[src/rtl/seq_pkg.sv]
// seq_pkg: state encodings shared by the serial bit feeder and the sequence detector.
package seq_pkg;

    localparam int STAT_W = 2;

    // Feeder FSM encoding, visible on the feeder's stat port.
    typedef enum logic [STAT_W-1:0] {
        ST_IDLE  = 2'b00,
        ST_SHIFT = 2'b01,
        ST_LAST  = 2'b10
    } feed_state_e;

    // Detector FSM encoding; kept here so both blocks agree on stat width and meaning.
    typedef enum logic [STAT_W-1:0] {
        DET_S0   = 2'b00,
        DET_S1   = 2'b01,
        DET_S11  = 2'b10,
        DET_S110 = 2'b11
    } det_state_e;

endpackage

[src/rtl/bit_tick_gen.sv]
// bit_tick_gen: DIV-cycle bit-period divider producing a registered one-cycle tick.
//   clk         rising-edge clock
//   clr_n       asynchronous active-low reset
//   restart     a word is accepted this cycle; next cycle starts a fresh bit period
//   active_next the feeder will be shifting in the next cycle
//   tick        high in the last cycle of each bit period
module bit_tick_gen #(
    parameter int DIV = 1
) (
    input  logic clk,
    input  logic clr_n,
    input  logic restart,
    input  logic active_next,
    output logic tick
);

    localparam int CW = (DIV > 1) ? $clog2(DIV) : 1;

    logic [CW-1:0] cnt_q, cnt_d;
    logic          tick_q, tick_d;

    // cnt_q is the index of the current cycle within its bit period, so the
    // registered tick is computed from the count the next cycle will hold.
    always_comb begin
        cnt_d  = (restart || !active_next || cnt_q == CW'(DIV - 1)) ? '0 : cnt_q + 1'b1;
        tick_d = active_next && (cnt_d == CW'(DIV - 1));
    end

    always_ff @(posedge clk or negedge clr_n) begin
        if (!clr_n) begin
            cnt_q  <= '0;
            tick_q <= 1'b0;
        end else begin
            cnt_q  <= cnt_d;
            tick_q <= tick_d;
        end
    end

    assign tick = tick_q;

endmodule

[src/rtl/serial_bit_feeder.sv]
// serial_bit_feeder: serializes parallel words over valid/ready into a gapless bit stream.
//   clk         rising-edge clock
//   clr_n       asynchronous active-low reset
//   load_data   parallel word to serialize
//   load_valid  load_data is valid
//   load_ready  a word is accepted on this edge if load_valid is high
//   dout        serial bit stream, held DIV cycles per bit
//   dout_valid  high in the last cycle of each bit period
//   busy        a word is being shifted
//   stat        FSM state (00 IDLE, 01 SHIFT, 10 LAST)
module serial_bit_feeder
    import seq_pkg::*;
#(
    parameter int   WIDTH      = 8,
    parameter int   DIV        = 1,
    parameter bit   MSB_FIRST  = 1'b1,
    parameter logic IDLE_LEVEL = 1'b0
) (
    input  logic             clk,
    input  logic             clr_n,
    input  logic [WIDTH-1:0] load_data,
    input  logic             load_valid,
    output logic             load_ready,
    output logic             dout,
    output logic             dout_valid,
    output logic             busy,
    output logic [1:0]       stat
);

    localparam int BW = $clog2(WIDTH);

    feed_state_e      state_q, state_d;
    logic [WIDTH-1:0] sr_q, sr_d;
    logic [BW-1:0]    bit_cnt_q, bit_cnt_d;
    logic             dout_q, dout_d;
    logic             tick, accept, advance, active_d;

    assign accept   = load_valid && load_ready;
    assign advance  = (state_q == ST_SHIFT) && tick;
    assign active_d = (state_d != ST_IDLE);

    bit_tick_gen #(.DIV(DIV)) u_tick (
        .clk        (clk),
        .clr_n      (clr_n),
        .restart    (accept),
        .active_next(active_d),
        .tick       (tick)
    );

    always_ff @(posedge clk or negedge clr_n) begin
        if (!clr_n) state_q <= ST_IDLE;
        else        state_q <= state_d;
    end

    always_comb begin
        state_d = state_q;
        case (state_q)
            ST_IDLE:  state_d = accept ? ST_SHIFT : ST_IDLE;
            ST_SHIFT: state_d = (tick && bit_cnt_q == BW'(WIDTH - 2)) ? ST_LAST : ST_SHIFT;
            ST_LAST:  state_d = accept ? ST_SHIFT : tick ? ST_IDLE : ST_LAST;
            default:  state_d = ST_IDLE;
        endcase
    end

    // Ready opens during the final cycle of the last bit so a new word chains with no gap.
    always_comb begin
        load_ready = (state_q == ST_IDLE) || (state_q == ST_LAST && tick);
        busy       = (state_q != ST_IDLE);
        stat       = state_q;
    end

    // dout is registered from the next-cycle shift register so the first bit
    // appears in the cycle right after the accepting edge.
    always_comb begin
        bit_cnt_d = (accept || !active_d) ? '0 : advance ? bit_cnt_q + 1'b1 : bit_cnt_q;
        sr_d      = accept ? load_data : !active_d ? '0 :
                    advance ? (MSB_FIRST ? sr_q << 1 : sr_q >> 1) : sr_q;
        dout_d    = active_d ? (MSB_FIRST ? sr_d[WIDTH-1] : sr_d[0]) : IDLE_LEVEL;
    end

    always_ff @(posedge clk or negedge clr_n) begin
        if (!clr_n) begin
            sr_q      <= '0;
            bit_cnt_q <= '0;
            dout_q    <= IDLE_LEVEL;
        end else begin
            sr_q      <= sr_d;
            bit_cnt_q <= bit_cnt_d;
            dout_q    <= dout_d;
        end
    end

    assign dout       = dout_q;
    assign dout_valid = tick;

endmodule

[config.mk]
export PLATFORM = sky130hd
export DESIGN_NAME = serial_bit_feeder
export DESIGN_NICKNAME = d
export VERILOG_FILES = /design/src/rtl/seq_pkg.sv /design/src/rtl/bit_tick_gen.sv /design/src/rtl/serial_bit_feeder.sv
export SDC_FILE = /design/constraint.sdc
export NUM_CORES = 1
export LEC_CHECK = 0
export ABC_AREA = 1
export CORE_AREA = 3 3 44 46
export DETAILED_ROUTE_END_ITERATION = 16
export DIE_AREA = 0 0 47 49
export PLACE_DENSITY = 0.78
export SLEW_MARGIN = 20
export SYNTH_ARGS = -nofsm -noshare
export SYNTH_HDL_FRONTEND = slang
export SYNTH_HIERARCHICAL = 1
export SYNTH_SLANG_ARGS = --single-unit
[constraint.sdc]
create_clock -name clk -period 2.9 [get_ports clk]
set_input_delay 0.435 -clock clk [delete_from_list [all_inputs] [get_ports clk]]
set_output_delay 0.435 -clock clk [all_outputs]
set_load 0.02 [all_outputs]
==> reports/metrics.yaml <==
power_and_ir_drop:
  p_sw_frac: 0.4286
  p_int_mw: 0.5085
  power_mw: 0.8899
  cellPowerDensity_nw_per_um2: 909.5
  switchingPower_mw: 0.3814
  leakagePower_nw: 0.5441
  peakVddDrop_mv: 0.6072
  pwr-share-seq: 0.390
  clkPwrFrac: 0.133
  combPwrFrac: 0.478
min_path:
  min_to: "sr_q[1]$_DFFE_PN0P_"
  holdPathStages: 2
  min_path_type: "flop to flop"
  min_from: "sr_q[1]$_DFFE_PN0P_"
status:
  status: "complete, no violations"
floorplanning:
  fp.dieH_um: 49
  die_area_um2: 2303
  die_w_um: 47
  rows: 14
  coreArea_um2: 1541
  io_pins: 17
  start_util: 0.5187
clock_tree:
  cts_resized: 0
  root_buffer: "clkbuf_4"
  post_cts_buffers: 0
  cts_num_sinks: 15
  hold_buffers: 0
  path_clk_slew_ns: 0.09
  cts_tree: "yes"
  htree_levels: 1
  clk_latency_ns: 0.28
  cts_buffers: 3
  clock_path_buffers: 2
global_routing:
  antenna_found_initial: 0
  overflow: 0
  grt_pass1_wl_um: 2677
  grt_max_degree: 16
  grtUsageTotal: 0.1606
  grt_pass1_vias: 640
yosys:
  synth_area_leaders: "dfrtp_1, nand2_1, nand3_1"
  synthesis.area_um2: 799.5
  synth_top_area_frac: 0.4695
  avgSynthCellArea_um2: 7.995
  yosys_warnings: 6
  synthCells: 100
  synth_fp_nets: 113
  ys_ff_latch: 15
  yosysSeqAreaShare: 0.4695
  synth_cell_type_count: 20
  yosysTopAreaCell: "dfrtp_1"
routing:
  m1WireLength_um: 696
  vias: 688
  drcViolationCount: 0
  wl_met3_um: 60
  drt_wl_total_um: 1589
  drt-initial-drc-count: 17
  top_layer: "met4"
  met2WireLength_um: 808
  wire_per_inst_um: 12.04
  drtAntennaViolNets: 0
  first_pass_iters: 4
  routed_via_density: 5.212
finish:
  fin_nets: 130
  final_common_cell: "nand2_1"
  area_growth_pct: 22.38
  num_antenna_cells: 0
  drive_gt1_frac: 0.1207
  final_cell_mix: "nand2_1, clkdlybuf4s50_1, dfrtp_1"
sta:
  max_freq_mhz: 467.2
  drv_slew: 0
  relSlewSlack: 0.5505
  hold_viol_final: 0
  fin_crit_ns: 2.140
  setup_viol: 0
  whs_ns: 0.5142
  fin_setup_tns_ns: 0
  rsz0062_at_grt: "no"
  timing.final.crit_share: 0.7380
  skew_ns: 0.003198
  worst_pin_slew_ns: 0.6722
placed_design:
  gp_congestion: 0.8281
  port_buffers: 16
  place_hpwl_um: 1191
setup_path:
  crit_fanout: 10
  reg2reg_from: "stat[1]$_DFF_PN0_"
  cp.required_ns: 2.47
  reg2reg_to: "sr_q[5]$_DFFE_PN0P_"
  worstSetupPathType: "flop to output port"
  ff2ff_setup_slack_ns: 1.57
  startpoint_type: "flop"
  cp-end-kind: "output port"
  worst-endpoint-arrival_ns: 1.71
  startpoint: "stat[0]$_DFF_PN0_"
  reg2reg_depth: 7
flow_run:
  drv_cap: 0
## how the worst max path moves through the flow
stage               depth (start not counted)          to
floorplan                                   4  load_ready
global placement                            4  load_ready
detailed placement                          4  load_ready
CTS                                         4  load_ready
global route                                4  load_ready
finish                                      4  load_ready
## cell usage after synthesis, drive strengths merged
cell type,number
nand2,38
dfrtp,15
inv,14
nand3,14
nand4,7
buf,3
ha,2
a21oi,1
a31oi,1
clkbuf,1
nor2,1
o21ai,1
or2,1
xor2,1
## power by group through the flow
| stage | logic, mW | clock network (mW) | registers (mW) |
|---|---|---|---|
| detailed placement | 0.431 | 0 | 0.352 |
| floorplan | 0.307 | 0 | 0.361 |
| finish | 0.425 | 0.118 | 0.347 |
| global placement | 0.422 | 0 | 0.347 |
| global route | 0.483 | 0.136 | 0.360 |
| CTS | 0.431 | 0.123 | 0.347 |
## registers in the layout (all words and copies together), names as in the netlist
name,count
sr_q,8
bit_cnt_q,3
stat,2
dout,1
u_tick/tick,1
## per-layer routing
layer  GRT usage  vias up
li1            -      353
met1      0.2018      317
met2      0.2489       14
met3     0.03321        4
met4     0.08295        0
met5           0        -
## cell type report
| class | instances | area [um2] |
|---|---|---|
| Tap cell | 16 | 20.02 |
| Inverter | 14 | 52.55 |
| Multi-Input combinational cell | 67 | 344.1 |
| Sequential cell | 15 | 375.4 |
| Fill cell | 142 | 563.0 |
| Timing Repair Buffer | 16 | 160.2 |
| Clock buffer | 4 | 26.28 |
## worst max-delay path: stages (launching register included)
cell	delay, ns
dfrtp_1	0.46
inv_2	0.18
nand2_1	0.11
inv_1	0.08
clkdlybuf4s50_1	0.60
## through the flow
stage	util	area, um2	setup WS [ns]	std cells
3_5_place_dp	0.6177	952.2	1.077	128
3_3_place_gp	0.6177	952.2	1.109	128
5_1_grt	0.6347	978.4	0.6696	132
6_report	0.6347	978.4	0.7598	132
2_1_floorplan	-	799.5	1.537	100
4_1_cts	0.6347	978.4	0.7562	132
## logic make-up after synthesis
family,after synthesis,synth area share
AO/OA/AOI/OAI,3,0.02034
XOR/XNOR,1,0.01096
adder cells (fa/ha/maj),2,0.03129
buffers and inverters,18,0.1001
flip-flops,15,0.4695
AND/OR/NAND/NOR,61,0.3678
No activity file was read; power rests on OpenSTA's default activity.
